### src/rtl/booth_pkg.sv
// Shared definitions for the radix-4 Booth sequencer: ALU opcodes, FSM states, recoded digits.
package booth_pkg;

  localparam logic [3:0] NOP = 4'b0000;
  localparam logic [3:0] ADD = 4'b0010;
  localparam logic [3:0] SUB = 4'b0101;

  typedef enum logic [1:0] {IDLE, CLR, STEP, DONE} state_e;

  typedef enum logic [2:0] {D0, P1, P2, M2, M1} digit_e;

endpackage

### src/rtl/booth_recoder.sv
// Radix-4 Booth recoder: maps a multiplier bit triplet to a signed digit and
// the datapath controls that realise it (zero select, add/sub, x1/x2 pre-shift).
module booth_recoder
  import booth_pkg::*;
(
  input  logic [2:0] triplet,
  output digit_e     digit,
  output logic       muxsel,
  output logic [3:0] alu_op,
  output logic [2:0] shift_amount
);

  always_comb begin
    digit = D0;
    case (triplet)
      3'b001, 3'b010: digit = P1;
      3'b011:         digit = P2;
      3'b100:         digit = M2;
      3'b101, 3'b110: digit = M1;
      default:        digit = D0;
    endcase
  end

  // A zero digit still issues an ADD, but of the zero operand.
  always_comb begin
    muxsel       = 1'b0;
    alu_op       = ADD;
    shift_amount = 3'd0;
    case (digit)
      D0: muxsel = 1'b1;
      P2: shift_amount = 3'd1;
      M2: begin
        alu_op       = SUB;
        shift_amount = 3'd1;
      end
      M1: alu_op = SUB;
      default: ;
    endcase
  end

endmodule

### src/rtl/booth_seq_ctrl.sv
// Multi-cycle radix-4 Booth multiply sequencer (Moore outputs, one digit per STEP cycle).
// Optional early termination when the remaining multiplier bits are a pure sign run: BOOTH_EARLY_TERM_EN.
module booth_seq_ctrl
  import booth_pkg::*;
#(
  parameter  int WIDTH = 4,
  localparam int NSTEP = WIDTH / 2,
  localparam int SW    = $clog2(WIDTH)
) (
  input  logic             clk,
  input  logic             rst,
  input  logic             start,
  input  logic [WIDTH-1:0] multiplier,
  output logic             busy,
  output logic             done,
  output logic             acc_clr,
  output logic             load,
  output logic             muxsel,
  output logic [3:0]       alu_op,
  output logic [2:0]       shift_amount,
  output logic [SW-1:0]    tshift_amount,
  output logic             out_enable
);

  localparam logic [SW-1:0] LAST_STEP = SW'(NSTEP - 1);

  state_e           state_q, state_d;
  logic [SW-1:0]    step_q, step_d;
  logic [WIDTH-1:0] m_q, m_d;

  logic [WIDTH:0]   m_ext;
  logic [2:0]       triplet;
  logic             last_step;

  digit_e           rec_digit_unused;
  logic             rec_muxsel;
  logic [3:0]       rec_alu_op;
  logic [2:0]       rec_shift;

  // m[-1] is the implicit zero below the LSB, so triplet k starts at bit 2k of m_ext.
  assign m_ext   = {m_q, 1'b0};
  assign triplet = 3'(m_ext >> {step_q, 1'b0});

`ifdef BOOTH_EARLY_TERM_EN
  logic [WIDTH-1:0] upper;

  // Arithmetic shift leaves all-0s or all-1s exactly when m[WIDTH-1:2k+1] is a sign run.
  assign upper     = $signed(m_q) >>> {step_q, 1'b1};
  assign last_step = (step_q == LAST_STEP) || (upper == '0) || (upper == '1);
`else
  assign last_step = (step_q == LAST_STEP);
`endif

  booth_recoder u_recoder (
    .triplet      (triplet),
    .digit        (rec_digit_unused),
    .muxsel       (rec_muxsel),
    .alu_op       (rec_alu_op),
    .shift_amount (rec_shift)
  );

  always_ff @(posedge clk or posedge rst) begin
    if (rst) begin
      state_q <= IDLE;
      step_q  <= '0;
      m_q     <= '0;
    end else begin
      state_q <= state_d;
      step_q  <= step_d;
      m_q     <= m_d;
    end
  end

  always_comb begin
    state_d = state_q;
    step_d  = step_q;
    m_d     = m_q;
    case (state_q)
      IDLE: begin
        if (start) begin
          m_d     = multiplier;
          step_d  = '0;
          state_d = CLR;
        end
      end
      CLR:  state_d = STEP;
      STEP: begin
        if (last_step) state_d = DONE;
        else           step_d  = step_q + SW'(1);
      end
      DONE: state_d = IDLE;
      default: state_d = IDLE;
    endcase
  end

  always_comb begin
    busy          = (state_q != IDLE);
    done          = 1'b0;
    acc_clr       = 1'b0;
    load          = 1'b0;
    muxsel        = 1'b0;
    alu_op        = NOP;
    shift_amount  = 3'd0;
    tshift_amount = '0;
    out_enable    = 1'b0;
    case (state_q)
      CLR: acc_clr = 1'b1;
      STEP: begin
        load          = 1'b1;
        muxsel        = rec_muxsel;
        alu_op        = rec_alu_op;
        shift_amount  = rec_shift;
        tshift_amount = step_q << 1;
      end
      DONE: begin
        done       = 1'b1;
        out_enable = 1'b1;
      end
      default: ;
    endcase
  end

endmodule
### config.mk
export PLATFORM = sky130hd
export DESIGN_NAME = booth_seq_ctrl
export DESIGN_NICKNAME = d
export VERILOG_FILES = /design/src/rtl/booth_pkg.sv /design/src/rtl/booth_recoder.sv /design/src/rtl/booth_seq_ctrl.sv
export SDC_FILE = /design/constraint.sdc
export NUM_CORES = 1
export LEC_CHECK = 0
export ABC_AREA = 0
export CORE_MARGIN = 1
export CORE_UTILIZATION = 39
export DETAILED_ROUTE_END_ITERATION = 16
export HOLD_SLACK_MARGIN = 0.12
export MAX_ROUTING_LAYER = met4
export PLACE_DENSITY = 0.73
export SYNTH_ARGS = -nofsm -noshare
export SYNTH_HDL_FRONTEND = slang
export SYNTH_SLANG_ARGS = --single-unit
### constraint.sdc
create_clock -name clk -period 1.8 [get_ports clk]
set_clock_uncertainty 0.1 [all_clocks]
set_input_delay 0.45 -clock clk [delete_from_list [all_inputs] [get_ports clk]]
set_output_delay 0.45 -clock clk [all_outputs]
set_load 0.05 [all_outputs]
# [Yosys cells after proc, flatten, opt, wreduce, memory -nomap -nowiden]
# Index checks and enable logic that the tools add are counted.
[word_totals] ff_bits=8 out_inout_bits=15 wordCells=49
[classes] n_addsub=1 eq_ne=16 shift=1 muxes=17 reduce_logical=11
[op_table] operator="$eq 3x2->1 const B" count=4
[op_table] operator="$eq 3x3->1 const B" count=4
[op_table] operator="$pmux 3 s4" count=1
[op_table] operator="$mux 2" count=5
[op_table] operator="$pmux 2 s4" count=1
[op_table] operator="$reduce_or 2->1" count=4
[op_table] operator="$mux 1" count=6
[op_table] operator="$mux 3" count=2
[op_table] operator="$ne 2x2->1 const B" count=3
[op_table] operator="$shr 5x3->3" count=1
[op_table] operator="$eq 2x1->1 const B" count=2
[op_table] operator="$eq 2x2->1 const B" count=2
[op_table] operator="$mux 4" count=1
[op_table] operator="$pmux 2 s2" count=1
[op_table] operator="$reduce_and 2->1" count=2
[op_table] operator="$reduce_bool 2->1" count=2
[op_table] operator="$eq 3x1->1 const B" count=1
[op_table] operator="$logic_not 3->1" count=1
[op_table] operator="$reduce_and 3->1" count=1
[op_table] operator="$add 2x1->2 const B" count=1
[op_table] operator="$logic_not 2->1" count=1

# [Depth between registers and ports, before layout]
[logic_depth] ltp_word=8 depth_mapped=6 mapped_depth_nobuf=5

# [Hierarchy]
# From an unflattened synthesis, not the netlist that was laid out.
[unflattened] hier_cells=79 area_unflattened_um2=728.2
[by_module_without_submodules] mod="booth_seq_ctrl" n_inst=1 cells_per_inst=57 area_per_inst_um2=589.3 seq_area_each_um2=200.2
[by_module_without_submodules] mod="booth_recoder" n_inst=1 cells_per_inst=22 area_per_inst_um2=138.9 seq_area_each_um2=0.0

# [Worst setup path after synthesis]
# OpenSTA, ideal clock, no wires.
[synth_path] path_kind="flip-flop to output port" start="register state_q[0]" end="output alu_op[2]" arrival_ns=2.829 path_slack_ns=-1.579 stages_incl_launch_ff=7 cell_sequence="dfrtp_1 inv_1 ha_1 buf_2 inv_1 nor3_1 buf_4"
[synth_via] elab_chain_cells=2
[synth_rtl] item="from (decl)" line="booth_seq_ctrl.sv:27" source="state_e state_q, state_d;"
[synth_rtl] item="from (signal assigned)" line="booth_seq_ctrl.sv:68" source="state_q <= state_d;"
[synth_rtl] item="$eq 2x2->1" line="booth_seq_ctrl.sv:106" source="case (state_q)"
[synth_rtl] item="$mux 4" line="booth_seq_ctrl.sv:106"
[synth_rtl] item="to (decl)" line="booth_seq_ctrl.sv:19" source="output logic [3:0] alu_op,"
# Every way passes these cells.

# [Worst setup path after layout]
[layout_path] start="register m_q[1]" end="output shift_amount[0]"
[layout_via] elab_chain_cells=8
[layout_rtl] item="from (decl)" line="booth_seq_ctrl.sv:29" source="logic [WIDTH-1:0] m_q, m_d;"
[layout_rtl] item="from (signal assigned)" line="booth_seq_ctrl.sv:70" source="m_q <= m_d;"
[layout_rtl] item="$shr 5x3->3 *" line="booth_seq_ctrl.sv:42" source="assign triplet = 3'(m_ext >> {step_q, 1'b0});"
[layout_rtl] item="$eq 3x3->1 (tied with other cells)" line="booth_recoder.sv:15" source="case (triplet)"
[layout_rtl] item="$reduce_or 2->1" line="booth_recoder.sv:15"
[layout_rtl] item="$pmux 3 s4 *" line="booth_recoder.sv:15"
[layout_rtl] item="$eq 3x2->1" line="booth_recoder.sv:29" source="case (digit)"
[layout_rtl] item="$reduce_or 2->1 (no source line) *"
[layout_rtl] item="$mux 1 *" line="booth_recoder.sv:29"
[layout_rtl] item="$mux 3 *" line="booth_seq_ctrl.sv:106"
[layout_rtl] item="to (decl)" line="booth_seq_ctrl.sv:20" source="output logic [2:0] shift_amount,"
# Mark *: on every way between the ends. The rest lies on a longest branch, timed or not.

==> qor.txt <==
outcome - complete, but fails checks
failing checks - negative setup slack
final-report max-slew violation count - 0
DRT antenna net count - 0
Setup crit start - m_q[1]$_DFFE_PP0P_
WP depth - 4
Initial Util - 41.79%
DR iter-0 viols - 0
core region area - 1524 sq um
die span in y - 42.41 um
die width - 42.41 um
Final HPWL DP - 1.088 mm
CTS clk-pin slew, worst paths - 60 ps
M1 GR Usage - 18.70%
vias in the first global route - 591
I/O pins - 22
R2R cell count - 6
Area Overhead vs Synth - 79.37%
Final Hold Violating Endpoints - 0
global-route wire length before repair - 2.428 mm
RSZ-0062 raised after global routing - true
number of max-cap violations - 0
GR Overflow Total - 0
Critical Path Start Type - flip-flop
Buf+Inv Stages, Crit Path - 1
commonest non-fill, non-tap cells in the layout - 15 x buf_4, 10 x buf_12, 8 x dfrtp_1, 6 x clkdlybuf4s50_1
Global Route met3 Usage - 2.586%
total CTS buffers - 3
clock tree buffer depth - 2
most common cell after layout, fill and taps aside - buf_4
worst r2r src - state_q[1]$_DFFE_PP0P_
fraction of synthesized area in multiplexers - 10.41%
Slowest-stage cell, CP - or4bb_1
Pre-antenna DRT Iters - 1
per-cell routed wire length - 12.73 um
Simple-Gate Fraction of Synth Area - 17.49%
Yosys reg bits - 8
initial antenna violation count - 0
gpl congestion - 0.7693
Synthesis Warnings - 0
global routing's busiest layer - met2
fmax - 452.4 MHz
worst-path cell chain - or4bb_1 -> a31oi_2 -> and2_4 -> buf_12
Crit. End Element - output port
Root Buffer - clkbuf_4
complex-gate fraction of the synthesized area - 12.57%
met2 usage - 35.08%
number of H-tree levels - 1
Max FO, Critical Path - 4
via density per instance - 4.872
Synth Flop Type - dfrtp_1
largest family of logic cells by synthesized area - simple AND/OR/NAND/NOR gates
Die ar. - 1799 sq um
TritonCTS clock tree - done
CP Class - reg2out
hold crit path type - in2async
# fillers - 104
I/O Buffers - 17
Post-DP Area - 989.7 sq um
final WL - 1.489 mm
hold_ws - 349.2 ps
DRC Markers - 0
Critical Path AT - 1660 ps
post-synth cell types - 32
Mapped Cells - 68
ys async rst share - 100.0%
xor/xnor share of the synthesized area - 1.375%
adder-cell share of the synthesized area - 11.79%
period utilisation layout - 122.8%
min Tclk post-route - 2211 ps
Seq/Total Area, Yosys - 31.43%
WP data required - 1250 ps
Post-synth EDFFs - 0
Skew-Pair Late Insertion Delay - 260 ps
design area - 1142 sq um
GRT Resource Usage Total - 18.23%
critical path's largest stage delay - 510 ps
Core Rows - 14
CTS sink cnt - 8
diode count - 0
CP top delay family - simple AND/OR/NAND/NOR gates
dpl ws - -183.3 ps
vias post-DR - 570
cell area after synthesis - 636.9 sq um
post-layout net count - 116
largest net degree at the start of global routing - 9
setup slack after layout - -410.6 ps
share of cells above drive strength 1 - 55.45%
final setup fails - 6
Mean Syn Cell Area - 9.366 sq um
logic make-up (layout without fill, tap and decap cells):
kind of cell | Yosys count | after routing
AO/OA/AOI/OAI | 12 | 12
flip-flops | 8 | 8
AND/OR/NAND/NOR | 17 | 17
adder cells (fa/ha/maj) | 6 | 6
buffers and inverters | 17 | 47
other | 1 | 4
multiplexers | 6 | 6
XOR/XNOR | 1 | 1
Yosys cell counts (2+ instances only):
| cell type | number | area share [%] |
|---|---|---|
| inv_1 | 8 | 4.7 |
| a21oi_1 | 3 | 2.4 |
| ha_1 | 6 | 12 |
| o21ai_0 | 2 | 1.6 |
| nor3_1 | 2 | 1.6 |
| buf_4 | 7 | 8.3 |
| mux2_2 | 5 | 8.8 |
| nand2_1 | 3 | 1.8 |
| a31oi_1 | 2 | 2.0 |
| dfrtp_1 | 8 | 31 |
repair_timing:
action	4_1_cts	5_1_grt
setup buffers	4	6
gates resized for setup	7	12
endpoints found under the setup margin	8	8
pin swaps	2	2
hold buffers	0	0
metrics by stage:
stage	cells	util (%)	setup TNS, ps
6_report	117	74.96	-1774
5_1_grt	117	74.96	-2118
4_1_cts	113	70.53	-1668
3_5_place_dp	106	64.94	-780.5
3_3_place_gp	106	64.94	-409.2
2_1_floorplan	71	-	-1141
cell type report:
class	count	area [sq um]	share of cell area, %
Timing Repair Buffer	36	429.2	37.57
Inverter	8	35.03	3.067
Clock buffer	3	22.52	1.972
Sequential cell	8	200.2	17.52
Tap cell	16	20.02	1.752
Multi-Input combinational cell	46	435.4	38.12
worst reg2reg max path, cell delays in order (launching register included):
cell     delay (ps)
dfrtp_1         420
buf_6           130
inv_4            40
ha_4            160
and2b_1         160
a21oi_1         210
mux2_2          360
worst paths after layout:
check                                         endpoint  slack [ps]
worst max-delay path                   shift_amount[0]        -410
worst min-delay path            state_q[1]$_DFFE_PP0P_         350
worst max register to register  state_q[1]$_DFFE_PP0P_         110
worst min register to register      m_q[1]$_DFFE_PP0P_         470
max in group asynchronous        step_q[1]$_DFFE_PP0P_        1010
min in group clk                    m_q[1]$_DFFE_PP0P_         470
flip-flops by register name, indices dropped and copies added (netlist names):
register  cells
step_q        2
m_q           4
state_q       2
per-layer routing:
layer  vias to the layer above  wire (um)
met5                         -          0
li1                        286          -
met2                        17        882
met3                         4         41
met1                       263        544
met4                         0         20
Power is not shown: default switching activity piles up to over one toggle a cycle in this logic, so the estimate is an artifact.
